File: config.mk
export PLATFORM = sky130hd
export DESIGN_NAME = uart_rx_os
export DESIGN_NICKNAME = d
export VERILOG_FILES = /design/src/rtl/uart_pkg.sv /design/src/rtl/uart_baud_tick.sv /design/src/rtl/uart_rx_os.sv
export SDC_FILE = /design/constraint.sdc
export NUM_CORES = 1
export LEC_CHECK = 0
export ABC_AREA = 1
export BUFFER_PORTS_ARGS = -buffer_cell sky130_fd_sc_hd__buf_2
export CAP_MARGIN = 10
export CORE_MARGIN = 5
export CORE_UTILIZATION = 53
export DETAILED_ROUTE_END_ITERATION = 16
export PLACE_DENSITY = 0.74
export SYNTH_ARGS = -nofsm -noshare
export SYNTH_HDL_FRONTEND = slang
export SYNTH_SLANG_ARGS = --single-unit
export TNS_END_PERCENT = 30
File: constraint.sdc
create_clock -name clk -period 2.6 [get_ports clk]
set_input_delay 0.78 -clock clk [delete_from_list [all_inputs] [get_ports clk]]
set_output_delay 0.78 -clock clk [all_outputs]
set_load 0.02 [all_outputs]
File: src/rtl/uart_pkg.sv
// Shared UART definitions: parity modes, FSM states, majority vote and
// parameter legality checks used by the receiver and its companion transmitter.
package uart_pkg;

   typedef enum logic [2:0] {
      PAR_NONE, PAR_ODD, PAR_EVEN, PAR_MARK, PAR_SPACE
   } par_mode_e;

   typedef enum logic [2:0] {
      ST_IDLE, ST_START, ST_DATA, ST_PAR, ST_STOP, ST_BRKWAIT
   } uart_state_e;

   function automatic logic maj3(input logic [2:0] v);
      return (v[0] & v[1]) | (v[0] & v[2]) | (v[1] & v[2]);
   endfunction

   function automatic par_mode_e par_mode(input string s);
      if (s == "ODD")   return PAR_ODD;
      if (s == "EVEN")  return PAR_EVEN;
      if (s == "MARK")  return PAR_MARK;
      if (s == "SPACE") return PAR_SPACE;
      return PAR_NONE;
   endfunction

   // acc is the XOR of the received data bits, p the received parity bit
   function automatic logic par_err(input par_mode_e m, input logic acc, input logic p);
      case (m)
         PAR_EVEN:  return acc ^ p;
         PAR_ODD:   return ~(acc ^ p);
         PAR_MARK:  return ~p;
         PAR_SPACE: return p;
         default:   return 1'b0;
      endcase
   endfunction

   function automatic bit params_ok(input int os, input int dw, input int sb);
      return (os % 2 == 0) && (os >= 8) && (os <= 32) &&
             (dw >= 5) && (dw <= 9) && (sb >= 1) && (sb <= 2);
   endfunction

endpackage

File: src/rtl/uart_baud_tick.sv
// Oversample tick generator: divisor shadowed on load, counter held at 0
// while disabled, tick when the counter reaches the shadowed divisor.
module uart_baud_tick
   import uart_pkg::*;
#(
   parameter int DIV_WIDTH = 16
) (
   input  logic                 clk,
   input  logic                 arst,
   input  logic                 en_i,
   input  logic                 load_i,
   input  logic [DIV_WIDTH-1:0] div_i,
   output logic                 tick_o
);

   logic [DIV_WIDTH-1:0] div_q, cnt_q, cnt_d;

   assign tick_o = en_i & (cnt_q == div_q);

   always_comb begin
      cnt_d = cnt_q + 1'b1;
      if (!en_i || tick_o) cnt_d = '0;
   end

   always_ff @(posedge clk or posedge arst) begin
      if (arst) begin
         div_q <= '0;
         cnt_q <= '0;
      end else begin
         cnt_q <= cnt_d;
         if (load_i) div_q <= div_i;
      end
   end

endmodule

File: src/rtl/uart_rx_os.sv
// Oversampling UART receiver: 2-flop sync, 3-sample majority bit decisions,
// parity/framing/break flags and a valid/ready holding register with overrun.
module uart_rx_os
   import uart_pkg::*;
#(
   parameter int    OVERSAMPLE = 16,
   parameter int    DATA_WIDTH = 8,
   parameter string PARITY     = "NONE",
   parameter int    STOP_BITS  = 1,
   parameter int    DIV_WIDTH  = 16
) (
   input  logic                  clk,
   input  logic                  arst,
   input  logic [DIV_WIDTH-1:0]  baud_div,
   input  logic                  rxd,
   output logic [DATA_WIDTH-1:0] rx_data,
   output logic                  rx_valid,
   input  logic                  rx_ready,
   output logic                  rx_perr,
   output logic                  rx_ferr,
   output logic                  rx_break,
   output logic                  rx_overrun,
   output logic                  rx_busy
);

   localparam par_mode_e     PMODE   = par_mode(PARITY);
   localparam bit            HAS_PAR = (PMODE != PAR_NONE);
   localparam int            SW      = $clog2(OVERSAMPLE);
   localparam int            CW      = $clog2(DATA_WIDTH);
   localparam logic [SW-1:0] S_LO    = SW'(OVERSAMPLE / 2 - 1);
   localparam logic [SW-1:0] S_MID   = SW'(OVERSAMPLE / 2);
   localparam logic [SW-1:0] S_HI    = SW'(OVERSAMPLE / 2 + 1);

   if (!params_ok(OVERSAMPLE, DATA_WIDTH, STOP_BITS)) begin : g_bad_params
      $error("uart_rx_os: illegal OVERSAMPLE/DATA_WIDTH/STOP_BITS");
   end

   uart_state_e           state_q, state_d;
   logic                  rxd_meta_q, rxd_s_q, rxd_prev_q;
   logic [1:0]            arm_q;
   logic [SW-1:0]         s_q, s_next;
   logic [1:0]            smp_q;
   logic [CW-1:0]         bcnt_q;
   logic [DATA_WIDTH-1:0] shift_q, rx_data_q;
   logic                  acc_q, perr_q, ferr_q, zero_q;
   logic                  rx_valid_q, rx_perr_q, rx_ferr_q, rx_break_q, rx_overrun_q, busy_q;
   logic                  fall, tick, decide, bit_v, last_data, last_stop;
   logic                  clr_en, shift_en, par_en, stop_en, frame_done, ferr_now, brk_now, load;

   // Edge detect stays disarmed until the synchroniser holds a real rxd
   // sample, so a line already low out of reset is not taken as a start.
   always_ff @(posedge clk or posedge arst) begin
      if (arst) begin
         rxd_meta_q <= 1'b1;
         rxd_s_q    <= 1'b1;
         rxd_prev_q <= 1'b1;
         arm_q      <= '0;
      end else begin
         rxd_meta_q <= rxd;
         rxd_s_q    <= rxd_meta_q;
         rxd_prev_q <= rxd_s_q & arm_q[1];
         arm_q      <= {arm_q[0], 1'b1};
      end
   end

   assign fall = arm_q[1] & rxd_prev_q & ~rxd_s_q;

   uart_baud_tick #(.DIV_WIDTH(DIV_WIDTH)) u_tick (
      .clk    (clk),
      .arst   (arst),
      .en_i   ((state_q != ST_IDLE) && (state_q != ST_BRKWAIT)),
      .load_i ((state_q == ST_IDLE) && fall),
      .div_i  (baud_div),
      .tick_o (tick)
   );

   assign s_next    = (s_q == SW'(OVERSAMPLE - 1)) ? '0 : s_q + 1'b1;
   assign decide    = tick & (s_next == S_HI);
   assign bit_v     = maj3({rxd_s_q, smp_q});
   assign last_data = (bcnt_q == CW'(DATA_WIDTH - 1));
   assign last_stop = (bcnt_q == CW'(STOP_BITS - 1));
   assign ferr_now  = ferr_q | ~bit_v;
   assign brk_now   = zero_q & ~bit_v;

   always_ff @(posedge clk or posedge arst) begin
      if (arst) state_q <= ST_IDLE;
      else      state_q <= state_d;
   end

   always_comb begin
      state_d = state_q;
      case (state_q)
         ST_IDLE:    if (fall) state_d = ST_START;
         ST_START:   if (decide) state_d = bit_v ? ST_IDLE : ST_DATA;
         ST_DATA:    if (decide && last_data) state_d = HAS_PAR ? ST_PAR : ST_STOP;
         ST_PAR:     if (decide) state_d = ST_STOP;
         ST_STOP:    if (decide && last_stop) state_d = brk_now ? ST_BRKWAIT : ST_IDLE;
         ST_BRKWAIT: if (rxd_s_q) state_d = ST_IDLE;
         default:    state_d = ST_IDLE;
      endcase
   end

   always_comb begin
      clr_en     = 1'b0;
      shift_en   = 1'b0;
      par_en     = 1'b0;
      stop_en    = 1'b0;
      frame_done = 1'b0;
      case (state_q)
         ST_START: clr_en   = decide & ~bit_v;
         ST_DATA:  shift_en = decide;
         ST_PAR:   par_en   = decide;
         ST_STOP: begin
            stop_en    = decide;
            frame_done = decide & last_stop;
         end
         default: ;
      endcase
   end

   always_ff @(posedge clk or posedge arst) begin
      if (arst) begin
         s_q     <= '0;
         smp_q   <= '0;
         bcnt_q  <= '0;
         shift_q <= '0;
         acc_q   <= 1'b0;
         perr_q  <= 1'b0;
         ferr_q  <= 1'b0;
         zero_q  <= 1'b0;
      end else begin
         if (state_q == ST_IDLE) s_q <= '0;
         else if (tick)          s_q <= s_next;
         if (tick && s_next == S_LO)  smp_q[0] <= rxd_s_q;
         if (tick && s_next == S_MID) smp_q[1] <= rxd_s_q;
         if (state_d != state_q) bcnt_q <= '0;
         else if (decide)        bcnt_q <= bcnt_q + 1'b1;
         if (clr_en) begin
            acc_q  <= 1'b0;
            perr_q <= 1'b0;
            ferr_q <= 1'b0;
            zero_q <= 1'b1;
         end
         if (shift_en) begin
            shift_q <= {bit_v, shift_q[DATA_WIDTH-1:1]};
            acc_q   <= acc_q ^ bit_v;
         end
         if (par_en)  perr_q <= par_err(PMODE, acc_q, bit_v);
         if (stop_en) ferr_q <= ferr_now;
         if (shift_en || par_en || stop_en) zero_q <= zero_q & ~bit_v;
      end
   end

   // A completing frame may replace a word that is being accepted this cycle
   assign load = frame_done & (~rx_valid_q | rx_ready);

   always_ff @(posedge clk or posedge arst) begin
      if (arst) begin
         rx_data_q    <= '0;
         rx_valid_q   <= 1'b0;
         rx_perr_q    <= 1'b0;
         rx_ferr_q    <= 1'b0;
         rx_break_q   <= 1'b0;
         rx_overrun_q <= 1'b0;
         busy_q       <= 1'b0;
      end else begin
         busy_q       <= (state_d != ST_IDLE);
         rx_overrun_q <= frame_done & rx_valid_q & ~rx_ready;
         if (load) begin
            rx_data_q  <= shift_q;
            rx_perr_q  <= perr_q;
            rx_ferr_q  <= ferr_now;
            rx_break_q <= brk_now;
            rx_valid_q <= 1'b1;
         end else if (rx_ready) begin
            rx_valid_q <= 1'b0;
         end
      end
   end

   assign rx_data    = rx_data_q;
   assign rx_valid   = rx_valid_q;
   assign rx_perr    = rx_perr_q;
   assign rx_ferr    = rx_ferr_q;
   assign rx_break   = rx_break_q;
   assign rx_overrun = rx_overrun_q;
   assign rx_busy    = busy_q;

endmodule

# ---- Word level (Yosys, flattened, before mapping)
# Cells that the tools add are included.
dict set report word_totals {
  regBits 74
  latch_bits 0
  mem_bits_rw 0
  mem_bits_ro 0
  inputBits 20
  output_inout_bits 14
  elab_cells 107
  memories 0
}
dict set report op_classes {
  n_addsub 3
  n_mul 0
  n_div 0
  magnitude_cmp 0
  n_eq_ne 13
  n_shift 0
  mux 27
  bitwise_logic 22
  reduce_logical 20
}
# cell n
set ops {}
lappend ops {{2-to-1 mux 3 bit} 9}
lappend ops {{case mux 3 bit (6 select lines)} 1}
lappend ops {{adder 16 x 1 -> 16 bit (second input constant)} 1}
lappend ops {{equality test 16 bit} 1}
lappend ops {{2-to-1 mux 16 bit} 1}
lappend ops {{bitwise AND 1 bit} 14}
lappend ops {{equality test 4 bit (second input constant)} 3}
lappend ops {{2-to-1 mux 1 bit} 12}
lappend ops {{2-to-1 mux 4 bit} 3}
lappend ops {{nonzero test 2 bit} 6}
lappend ops {{equality test 3 bit (second input constant)} 3}
lappend ops {{equality test 3 x 2 -> 1 bit (second input constant)} 2}
lappend ops {{logical AND 1 bit} 6}
lappend ops {{zero test 3 bit} 2}
lappend ops {{nonzero test 3 bit} 2}
lappend ops {{adder 4 x 1 -> 4 bit (second input constant)} 1}
lappend ops {{equality test 4 x 3 -> 1 bit (second input constant)} 1}
lappend ops {{NOT 1 bit} 4}
lappend ops {{OR 1 bit} 4}
lappend ops {{adder 3 x 1 -> 3 bit (second input constant)} 1}
lappend ops {{equality test 3 x 1 -> 1 bit (second input constant)} 1}
lappend ops {{logical OR 1 bit} 3}
lappend ops {{!= test 3 bit} 1}
lappend ops {{!= test 3 bit (second input constant)} 1}
lappend ops {{other kinds (2)} 2}

# ---- Depth between registers and ports, before layout
# Gate-level depths: netlist of the first run.
dict set report logic_depth {
  depth_word 10
  depth_mapped 16
  mapped_depth_nobuf 16
}

# ---- Hierarchy
# From an unflattened synthesis of the first run, not the netlist that was laid out.
dict set report hier_totals {
  cells_unflattened 450
  hier_area_um2 3656.0
}
# mod instances cells_each area_per_inst_um2 seq_area_each_um2
set by_module_without_submodules {}
lappend by_module_without_submodules {uart_rx_os 1 215 1914.3 1004.7}
lappend by_module_without_submodules {uart_baud_tick 1 235 1741.7 800.8}

# ---- Worst setup path before layout of the first run
# No wires, ideal clock.
dict set report synth_path {
  path_type {register to register}
  from {reg s_q[0]}
  to {reg rx_data_q[0], in the netlist rx_data[0]}
  setup_time_ns 0.117
  arrival_time_ns 1.927
  t_required_ns 2.483
  setup_slack_ns 0.556
  stages_incl_launch_ff 16
  path_buffers 1
  synth_period_minus_slack_ns 2.044
  path_cell_list {dfrtp_1 > ha_1 > or2_1 > nand2_1 > inv_1 > nor2_2 > nand2_1 > inv_2 > nand3_4 > clkinv_2 > nand3_4 > nor2_4 > inv_4 > buf_8 > nand2_1 > nand2_1}
}
dict set report synth_via {
  elab_chain_cells 7
  elab_cells_between_ends 8
  cone_classes {1 x add/sub; 2 x eq/ne; 2 x mux; 3 x bitwise}
}
# element line_no
set synth_lines {}
lappend synth_lines {{from (decl)} uart_rx_os.sv:41} ;# logic [SW-1:0] s_q, s_next;
lappend synth_lines {{from (signal assigned)} uart_rx_os.sv:133} ;# else if (tick) s_q <= s_next;
lappend synth_lines {{adder 4 x 1 -> 4 bit or equality test 4 bit (tied branches)} uart_rx_os.sv:77} ;# assign s_next = (s_q == SW'(OVERSAMPLE - 1)) ? '0 : s_q + 1'b1;
lappend synth_lines {{2-to-1 mux 4 bit (*)} uart_rx_os.sv:77}
lappend synth_lines {{equality test 4 bit (*)} uart_rx_os.sv:78} ;# assign decide = tick & (s_next == S_HI);
lappend synth_lines {{bitwise AND 1 bit (*)} uart_rx_os.sv:78}
lappend synth_lines {{bitwise AND 1 bit (*)} uart_rx_os.sv:115} ;# frame_done = decide & last_stop;
lappend synth_lines {{2-to-1 mux 1 bit (*)} uart_rx_os.sv:109} ;# case (state_q)
lappend synth_lines {{bitwise AND 1 bit (*)} uart_rx_os.sv:155} ;# assign load = frame_done & (~rx_valid_q | rx_ready);
lappend synth_lines {{to (signal assigned)} uart_rx_os.sv:170} ;# rx_data_q <= shift_q;
lappend synth_lines {{to (decl)} uart_rx_os.sv:44} ;# logic [DATA_WIDTH-1:0] shift_q, rx_data_q;
# Mark *: on every way between the ends. The rest lies on a longest branch, timed or not.
# A chain may end at the register's enable or synchronous reset.

# ---- Final worst setup path of the first run
dict set report layout_path {
  from {reg s_q[1]}
  to {reg shift_q[5]}
}
dict set report layout_via {
  elab_chain_cells 5
  elab_cells_between_ends 6
  cone_classes {1 x add/sub; 2 x eq/ne; 2 x mux; 1 x bitwise}
}
# element line_no
set layout_lines {}
lappend layout_lines {{adder 4 x 1 -> 4 bit or equality test 4 bit (tied branches)} uart_rx_os.sv:77}
lappend layout_lines {{2-to-1 mux 4 bit (*)} uart_rx_os.sv:77}
lappend layout_lines {{equality test 4 bit (*)} uart_rx_os.sv:78}
lappend layout_lines {{bitwise AND 1 bit (*)} uart_rx_os.sv:78}
lappend layout_lines {{2-to-1 mux 1 bit (*)} uart_rx_os.sv:109}
lappend layout_lines {{to (signal assigned)} uart_rx_os.sv:145} ;# shift_q <= {bit_v, shift_q[DATA_WIDTH-1:1]};
lappend layout_lines {{to (decl)} uart_rx_os.sv:44}
# Marks and branches as above.

==> metrics, run 1 <==
post-route minimum period=between 2 and 2.5 ns; via/cell ratio=just under 5; antenna diode count=0; adder-cell area share of the yosys netlist=roughly 2.7%; combinational family with the most area after synthesis=simple AND/OR/NAND/NOR gates; Synth Area in XOR/XNOR=0.7187%; Yosys Warn Count=0; RSZ-0062 raised after global routing=no; All-Layer GR Usage=between 10% and 20%; vias in the first global route=2,772; clock share of power=32.5%; layout cells sized above 1=16.57%; FP Rows=30; CP cell instances=ha_1, or2_1, nand2_1, inv_1, nor2_2, nand2_1, inv_2, nand3_4, clkinv_2, nand2_1, nand2_1, o21ai_0; leakage=0.002083 uW; Mapped Cells=463; core region area=between 6000 and 7000 sq um; Critical Path End=shift_q[5]; top cells by area, synth=dfrtp_1 47%, nand2_1 15%, inv_1 7.4%; clock skew=approximately 0.008 ns; crit path kind=reg2reg; area delta synth->final=12.15%; most common cell in the netlist=nand2_1; Post-layout nets=530; post-synthesis compound-gate area fraction=approximately 8.3%; CTS tree=built; P_sw=878.7 uW; Top cell by count, worst path=nand2_1; H-tree Lvls=3; Top Family by Delay on Critical Path=simple AND/OR/NAND/NOR gates; Yosys top cell area share=between 40% and 50%; # resized after CTS=0; Ports=34; Reg2Reg Depth=12; Antenna Nets Post-Route=0; CP max FO=16; internal power=between 1500 and 2000 uW; max cap viols=0; global-route wire length before repair=roughly 12,000 um; setup TNS=0 ns; Critical Path RT=roughly 2.8 ns; Post-synth EDFFs=0; Mapped Nets=just under 500; post-synth cell types=35; type of origin of the critical path=register; Async S/R FF share, synth=100.0%; Post-CTS Setup Repair Bufs=0; Rel. slew slack=53.81%; Avg Inst Size Synth=~7.9 sq um; Worst Setup SP=s_q[1]; Setup-failing EPs final=0; status=finished, final reports clean; Flop pwr share=48.4%; die height=just over 90 um; Pins Over Slew Limit=0; final wirelength=6612 um; min-delay src=arm_q[0]; Max clock buf depth=2; Worst path slowest cell=dfrtp_1; FF-to-FF Start=s_q[1]; DRT iter0 DRCs=101; slowest stage delay, CP=between 0.4 and 0.5 ns; Num CTS Buffers=9; gpl congestion=0.9151; DRC viols=0; Net Sw Frac=between 30% and 40%; R2R Setup Slk=0.40 ns; drt pass-1 iters=4; Gate power share=between 10% and 20%; post-synthesis cell area=~3700 sq um; CP Buf/Inv Count=3; Tightest Pin Transition=around 0.69 ns; largest area contributor in the netlist=dfrtp_1; hold-fix buffers at CTS=0; Die X=93.06 um; Clock Pin Slew Worst Setup and Hold Paths=about 0.080 ns; final hold violations=0; Post-synth top flop=dfrtp_1; power density over cell area=just under 700 nW/um^2; Worst path depth=12; Port Buffer Count=32; Hold Path Class=reg2reg; register area share after synthesis=~49%; final period utilization=approximately 85%; fmax=between 400 and 500 MHz; Clock Sink Count=between 70 and 80; worst hold slack=0.3560 ns; Die ar.=8659 sq um; initial core utilization=between 50% and 60%; clk_lat worst skew=0.35 ns; most common library cells after synthesis=148 x nand2_1, 72 x inv_1, 69 x dfrtp_1; initial antenna violation count=0; FF+latch count, synth=between 70 and 80; multiplexer area fraction after synthesis=0%; IR drop worst, VDD=between 0.3 and 0.4 mV; CP endpoint kind=register; root buffer cell=clkbuf_8; Vias=roughly 2,900; RR Endpoint=shift_q[5]; CP arrival=between 2 and 2.5 ns; largest net degree at the start of global routing=44; simple-gate area share of the yosys netlist=roughly 30%; grt ovf=0; Post-DP HPWL=just under 5000 um; WL/cell=approximately 11 um
worst min path at each step:
stage | slack, ns | to | cells after the start
after floorplan | 0.33 | arm_q[1] | 0
after CTS | 0.36 | arm_q[1] | 0
after global placement | 0.33 | arm_q[1] | 0
final | 0.36 | arm_q[1] | 0
after global routing | 0.36 | rxd_s_q | 0
after detailed placement | 0.34 | arm_q[1] | 0
cell usage in the layout (no fill, tap or decap), drive strengths merged, types with 5 or more instances in the layout:
cell / n
dfrtp: 69
nor3: 15
nand4: 7
nor3b: 7
nor2: 43
a21oi: 5
ha: 8
inv: 81
clkbuf: 9
nand2: 149
buf: 35
nand3: 15
o21ai: 43
through the flow:
stage / instance area (sq um) / instances / utilization, % / setup WS, ns / total power [uW]
3_5_place_dp: 3896 / 571 / 57.67 / 0.4177 / 1905
4_1_cts: 4100 / 587 / 60.69 / 0.3966 / 2817
5_1_grt: 4100 / 587 / 60.69 / 0.09803 / 2975
6_report: 4100 / 587 / 60.69 / 0.3999 / 2779
3_3_place_gp: 3896 / 571 / 57.67 / 0.5237 / 1882
2_1_floorplan: 3656 / 463 / - / 0.00004641 / 1767
state kept, by name, summed over array words and instances, names as in the netlist, 2 cells and up:
register / flops
rx_data: 8
arm_q: 2
smp_q: 2
u_tick.div_q: 16
bcnt_q: 3
s_q: 4
u_tick.cnt_q: 16
state_q: 3
shift_q: 8
metal layers:
metal	track usage (%)	part of all wire [%]	up-vias	wire, um
met5	0	0	-	0
met3	3.218	3.3	12	220
met2	26.33	44	39	2937
li1	-	-	1509	-
met4	9.035	1.9	0	123
met1	22.80	50	1303	3330
area by class of cell:
cell class | instances | area [sq um]
repair buffers | 35 | 182.7
well taps | 80 | 100.1
flip-flops and latches | 72 | 1805
multi-input cells | 304 | 1504
clock inverters | 7 | 80.08
inverters | 80 | 304.0
clock buffers | 9 | 123.9
fillers | 615 | 2656
power by group through the flow:
stage               registers, uW  logic (uW)  clock network [uW]
floorplan                    1360         407                   0
global placement             1360         519                   0
detailed placement           1370         536                   0
CTS                          1350         540                 930
global route                 1370         620                 989
finish                       1350         531                 902
logic make-up (layout without fill, tap and decap cells):
family	Yosys count	count (layout)
and+or+nand+nor	239	239
buffers and inverters	87	131
DFF	72	72
AOI/OAI and AO/OA	52	52
adders and majority gates	8	8
xor gates and xnor gates	3	3
other	2	2
No activity file was read; power rests on OpenSTA's default activity.
==> run 2: changes to the inputs <==
clock period = 2 ns   (was 2.6 ns; I/O delays follow)
==> run 2 against run 1 <==
Net effect:
- the run now ends with negative setup slack left
- critical path depth increased by 2
- non-clock buffer count increased by 33
- combinational power increased by 53%
- hold slack got worse by 0.096 ns
- sequential power increased by 30%
- clock skew increased by 0.0087 ns
- core utilization increased by 5.3 points
- largest power group unchanged
==> metrics, run 2 (synthesis results as in run 1) <==
status=complete, but fails checks; failing checks=negative setup slack; setup TNS=-0.04524 ns; commonest cells after routing, fill and taps aside=140 x nand2_1, 68 x inv_1, 68 x dfrtp_1, 34 x o21ai_0, 34 x nor2_1; global-route wire length before repair=12,860 um; CP cell instances=ha_2, or2_1, nand2_2, inv_2, nor2_4, nand2_2, inv_2, nand3_4, clkinv_2, nand3_4, nor2_4, inv_6, nand2_1, o21ai_2; Rel. slew slack=between 60% and 70%; type of origin of the critical path=register; Hold Path Class=in2async; via/cell ratio=around 5; antenna diode count=0; WL/cell=12.01 um; worst hold slack=~0.26 ns; area delta synth->final=21.87%; Tightest Pin Transition=around 0.51 ns; Clock Pin Slew Worst Setup and Hold Paths=about 0.08 ns; slowest stage delay, CP=0.39 ns; fmax=slightly below 500 MHz; DRC viols=0; initial antenna violation count=0; Reg2Reg Depth=14; hold-fix buffers at CTS=0; R2R Setup Slk=-0.02 ns; CP arrival=~2.3 ns; root buffer cell=clkbuf_8; leakage=~0.0023 uW; CP max FO=19; Vias=between 3,000 and 4,000; gpl congestion=just over 0.9; Port Buffer Count=32; register area=1807 sq um; drt pass-1 iters=4; largest net degree at the start of global routing=33; Die X=slightly above 90 um; max cap viols=0; placed inst area=4073 sq um; Post-layout nets=roughly 560; RSZ-0062 raised after global routing=yes; setup ws final=-0.02351 ns; clk_lat worst skew=~0.36 ns; Fill cells=~570; multi-input logic area=about 1600 sq um; Setup-failing EPs final=4; Antenna Nets Post-Route=0; Largest regs=u_tick.cnt_q: 16 flops, u_tick.div_q: 16 flops; die height=slightly above 90 um; crit path kind=reg2reg; power density over cell area=approximately 820 nW/um^2; Post-DP HPWL=between 5000 and 6000 um; FP Rows=30; Die ar.=a little under 9000 sq um; core region area=between 6000 and 7000 sq um; post-route minimum period=approximately 2 ns; final hold violations=0; Num CTS Buffers=9; vias in the first global route=~3,000; CP endpoint kind=register; IR drop worst, VDD=~0.42 mV; final wirelength=7444 um; Clock Sink Count=between 70 and 80; clock skew=~0.017 ns; Worst path slowest cell=dfrtp_1; Pins Over Slew Limit=0; layout cells sized above 1=26.11%; CTS tree=built; Max clock buf depth=2; most common cell after layout, fill and taps aside=nand2_1; H-tree Lvls=3; All-Layer GR Usage=a little under a fifth; RR Endpoint=rx_data[7]; grt ovf=0; initial core utilization=54.11%; Util after Layout=about two thirds; FF-to-FF Start=s_q[1]; final period utilization=101.2%; Ports=34; final instance area=approximately 4500 sq um; Critical Path RT=around 2.3 ns; DRT iter0 DRCs=98
## run 2: worst max path at each step
stage,startpoint,endpoint,cells past startpoint
finish,s_q[1],rx_data[7],14
global route,s_q[1],bcnt_q[0],14
CTS,s_q[0],bcnt_q[2],15
floorplan,s_q[0],rx_data[0],15
detailed placement,s_q[0],bcnt_q[2],14
global placement,s_q[0],bcnt_q[1],14
## run 2: report_power, final
group          switching (uW)  internal, uW  total [uW]
Sequential                119          1640        1760
Clock                     579           485        1060
Combinational             494           320         814
## run 2: area by class of cell
type                    count  share of cell area, %
inverters                  80                  6.964
clock buffers              10                  3.089
well taps                  80                  2.247
clock inverters             6                 0.9829
flip-flops and latches     72                  40.55
multi-input cells         304                  35.58
repair buffers             68                  10.59
## run 2: metrics by stage
stage,total power [uW],worst slack [ns],cells
after global placement,2490,0.02746,589
after CTS,3586,-0.02049,605
after global routing,3873,-0.1557,620
after floorplan,2297,-0.04375,463
final,3634,-0.02351,620
after detailed placement,2522,-0.03855,589
## run 2: timing repair
| action | in CTS | in global routing |
|---|---|---|
| endpoints found under the setup margin | 8 | 25 |
| resized for setup | 7 | 21 |
| buffers inserted | 0 | 15 |
| pin swaps | 3 | 19 |
## run 2: metal layers
metal | wire length (um) | vias to the layer above | track usage, % | part of all wire, %
met5 | 0 | - | 0 | 0
met4 | 126 | 0 | 6.227 | 1.7
met3 | 266 | 16 | 4.103 | 3.6
met2 | 3556 | 51 | 30.23 | 48
met1 | 3494 | 1436 | 24.62 | 47
li1 | - | 1576 | - | -
## run 2: critical path: cells and delay by family, from the launching register on
family | cells | cell delay [ns]
buffers and inverters | 4 | 0.32
adder cells (fa/ha/maj) | 1 | 0.20
AO/OA/AOI/OAI | 1 | 0.06
flip-flops | 1 | 0.39
AND/OR/NAND/NOR | 8 | 0.94
==> run 3: changes to the inputs <==
SYNTH_HIERARCHICAL = 1   (was not set)
==> run 3 against run 2 <==
Net effect:
- via count up 1.0%
- largest cell class unchanged
- clock power is 9% higher
- the flow still finishes with violations (negative setup slack)
- wire length up 5.5%
- final area up 5.8%
- critical path type unchanged
- combinational power up 12%
- setup slack worse by 0.23 ns
==> metrics, run 3 <==
Post-synth EDFFs=0; Fill cells=about 530; multi-input logic area=between 1500 and 2000 sq um; Post-layout nets=between 500 and 600; final wirelength=between 7000 and 8000 um; Mapped Nets=478; CP arrival=about 2.5 ns; Post-synth top flop=dfrtp_1; status=complete, but fails checks; fmax=approximately 440 MHz; Die ar.=around 8700 sq um; Top Family by Delay on Critical Path=simple AND/OR/NAND/NOR gates; most common cell after layout, fill and taps aside=nand2_1; largest area contributor in the netlist=dfrtp_1; setup TNS=-2.190 ns; grt met2 use=between 30% and 40%; Critical Path RT=between 2 and 2.5 ns; CP Buf/Inv Count=3; die height=around 93 um; Pins Over Slew Limit=0; Clock Sink Count=between 70 and 80; vias in the first global route=3,165; IR drop worst, VDD=between 0.4 and 0.5 mV; RR Endpoint=rx_busy; CP endpoint kind=register; worst hold slack=about 0.34 ns; internal power=2672 uW; most common cell in the netlist=nand2_1; Port Buffer Count=32; CP max FO=4; top cells by area, synth=dfrtp_1 47%, nand2_1 13%, inv_1 6.7%; FF+latch count, synth=between 70 and 80; All-Layer GR Usage=approximately a fifth; Async S/R FF share, synth=100.0%; Post-DP HPWL=5661 um; clock share of power=between 30% and 40%; crit path kind=reg2reg; most common library cells after synthesis=130 x nand2_1, 69 x dfrtp_1, 65 x inv_1; hold-fix buffers at CTS=0; largest net degree at the start of global routing=slightly above 40; power density over cell area=approximately 810 nW/um^2; type of origin of the critical path=register; post-synth cell types=36; DRC viols=0; Max clock buf depth=2; area delta synth->final=28.92%; post-route minimum period=around 2.2 ns; Critical Path End=rx_busy; Antenna Nets Post-Route=0; commonest cells after routing, fill and taps aside=113 x nand2_1, 69 x dfrtp_1, 63 x buf_4, 61 x inv_1, 32 x buf_2; layout cells sized above 1=between 30% and 40%; drt pass-1 iters=4; Ports=34; final period utilization=112.5%; dpl ws=-0.3092 ns; setup ws final=-0.2496 ns; Yosys top cell area share=a little under half; root buffer cell=clkbuf_8; P_sw=~1200 uW; DRT iter0 DRCs=76; Worst path slowest cell=dfrtp_1; Worst Setup SP=u_tick/cnt_q[13]; Clock Pin Slew Worst Setup and Hold Paths=~0.080 ns; Net Sw Frac=a little under a third; R2R Setup Slk=-0.25 ns; CP cell instances=inv_1, nand2_1, nand2_1, nor2_2, nand2_1, nor2_2, nand2_2, nor2_4, inv_2, a21oi_4, buf_6, nand3_4, nand2_4, nand2_1, nand2_1, nand2_2, or3_1; grt ovf=0; Mapped Cells=450; met3 Use GR=approximately 4.4%; placed inst area=approximately 4300 sq um; global-route wire length before repair=~14,000 um; final hold violations=0; gpl congestion=around 0.9; Yosys Warn Count=6; Avg Inst Size Synth=around 8.1 sq um; CTS tree=built; post-synthesis cell area=3656 sq um; Die X=around 93 um; via/cell ratio=4.875; FP Rows=30; peak-usage layer in the global routing report=met2; RSZ-0062 raised after global routing=yes; antenna diode count=0; register area=~1800 sq um; Gate power share=a little under a quarter; initial core utilization=a little over half; clk_lat worst skew=around 0.35 ns; initial antenna violation count=0; Flop pwr share=a little under half; Top cell by count, worst path=nand2_1; Vias=just over 3,000; H-tree Lvls=3; slowest stage delay, CP=just under 0.4 ns; Reg2Reg Depth=17; Num CTS Buffers=9; core region area=6756 sq um; failing checks=negative setup slack; Largest regs=u_tick/cnt_q: 16 flops, u_tick/div_q: 16 flops; M1 GR Usage=a little over a fifth; Worst path depth=17; clock skew=~0.0082 ns; register area share after synthesis=slightly below 50%; max cap viols=0; Hold Path Class=in2async; WL/cell=12.30 um; Setup-failing EPs final=22; leakage=between 0.002 and 0.0025 uW; final instance area=around 4700 sq um; FF-to-FF Start=u_tick/cnt_q[13]
==> run 3: cell types whose count changed after synthesis, sizes merged, moves of 2 or more <==
cell	previous run	this run
nand3	15	18
nor4	2	0
xor2	3	12
nand4	7	9
o22ai	0	2
nand2	149	138
o21ai	43	37
nor2	43	49
mux2	0	3
clkbuf	3	5
nor3	15	10
nor3b	7	0
inv	79	70
==> run 3: cell type report <==
cell class / count / area share [%]
Tap cell: 80 / 2.124
Timing Repair Buffer: 101 / 14.87
Sequential cell: 72 / 38.31
Clock inverter: 4 / 1.141
Inverter: 70 / 5.575
Multi-Input combinational cell: 299 / 34.91
Clock buffer: 12 / 3.079
==> run 3: timing repair <==
item	CTS	global route
hold endpoints to repair	0	0
setup buffers	6	3
pin swaps	7	11
cloned	1	0
endpoints found under the setup margin	26	31
resized for setup	23	30
==> run 3: cells by family (layout without fill, tap and decap cells) <==
family	count (synthesis)	in the layout	share of synthesized area, %
mux	3	3	1.027
buf+inv	79	187	9.069
other cells	2	2	0.2054
simple gates	227	227	27.52
compound gates	46	46	6.948
fa+ha+maj	8	8	2.738
xor+xnor	13	13	3.114
flops	72	72	49.38
==> run 3: through the flow <==
step	total power, uW	instances	util (%)
floorplan	2286	450	-
global placement	2584	612	63.69
detailed placement	2624	612	63.69
CTS	3801	635	68.17
global route	4083	638	69.76
finish	3833	638	69.76
==> run 3: worst min-delay path by stage <==
stage | startpoint | slack, ns | cells after the start | to
2_1_floorplan | arm_q[0] | 0.33 | 0 | arm_q[1]
3_3_place_gp | arm_q[0] | 0.33 | 0 | arm_q[1]
3_5_place_dp | arm_q[0] | 0.35 | 0 | arm_q[1]
4_1_cts | rxd | 0.33 | 1 | rxd_meta_q
5_1_grt | rxd | 0.32 | 1 | rxd_meta_q
6_report | arst | 0.34 | 3 | u_tick/cnt_q[3]
==> run 3: metal layers <==
| layer | routed length, um | vias up |
|---|---|---|
| met3 | 245 | 10 |
| met5 | 0 | - |
| met2 | 4361 | 37 |
| met1 | 3131 | 1469 |
| li1 | - | 1594 |
| met4 | 110 | 0 |
==> run 3: worst min-delay path, cell delays in order <==
cell	delay [ns]
buf_2	0.11
inv_1	0.05
buf_4	0.36
==> run 3: power groups by stage <==
stage	registers (uW)	logic, uW	clock network (uW)
final	1760	913	1160
after global routing	1790	1040	1260
after CTS	1760	860	1180
after detailed placement	1780	840	0
after global placement	1770	815	0
after floorplan	1770	511	0
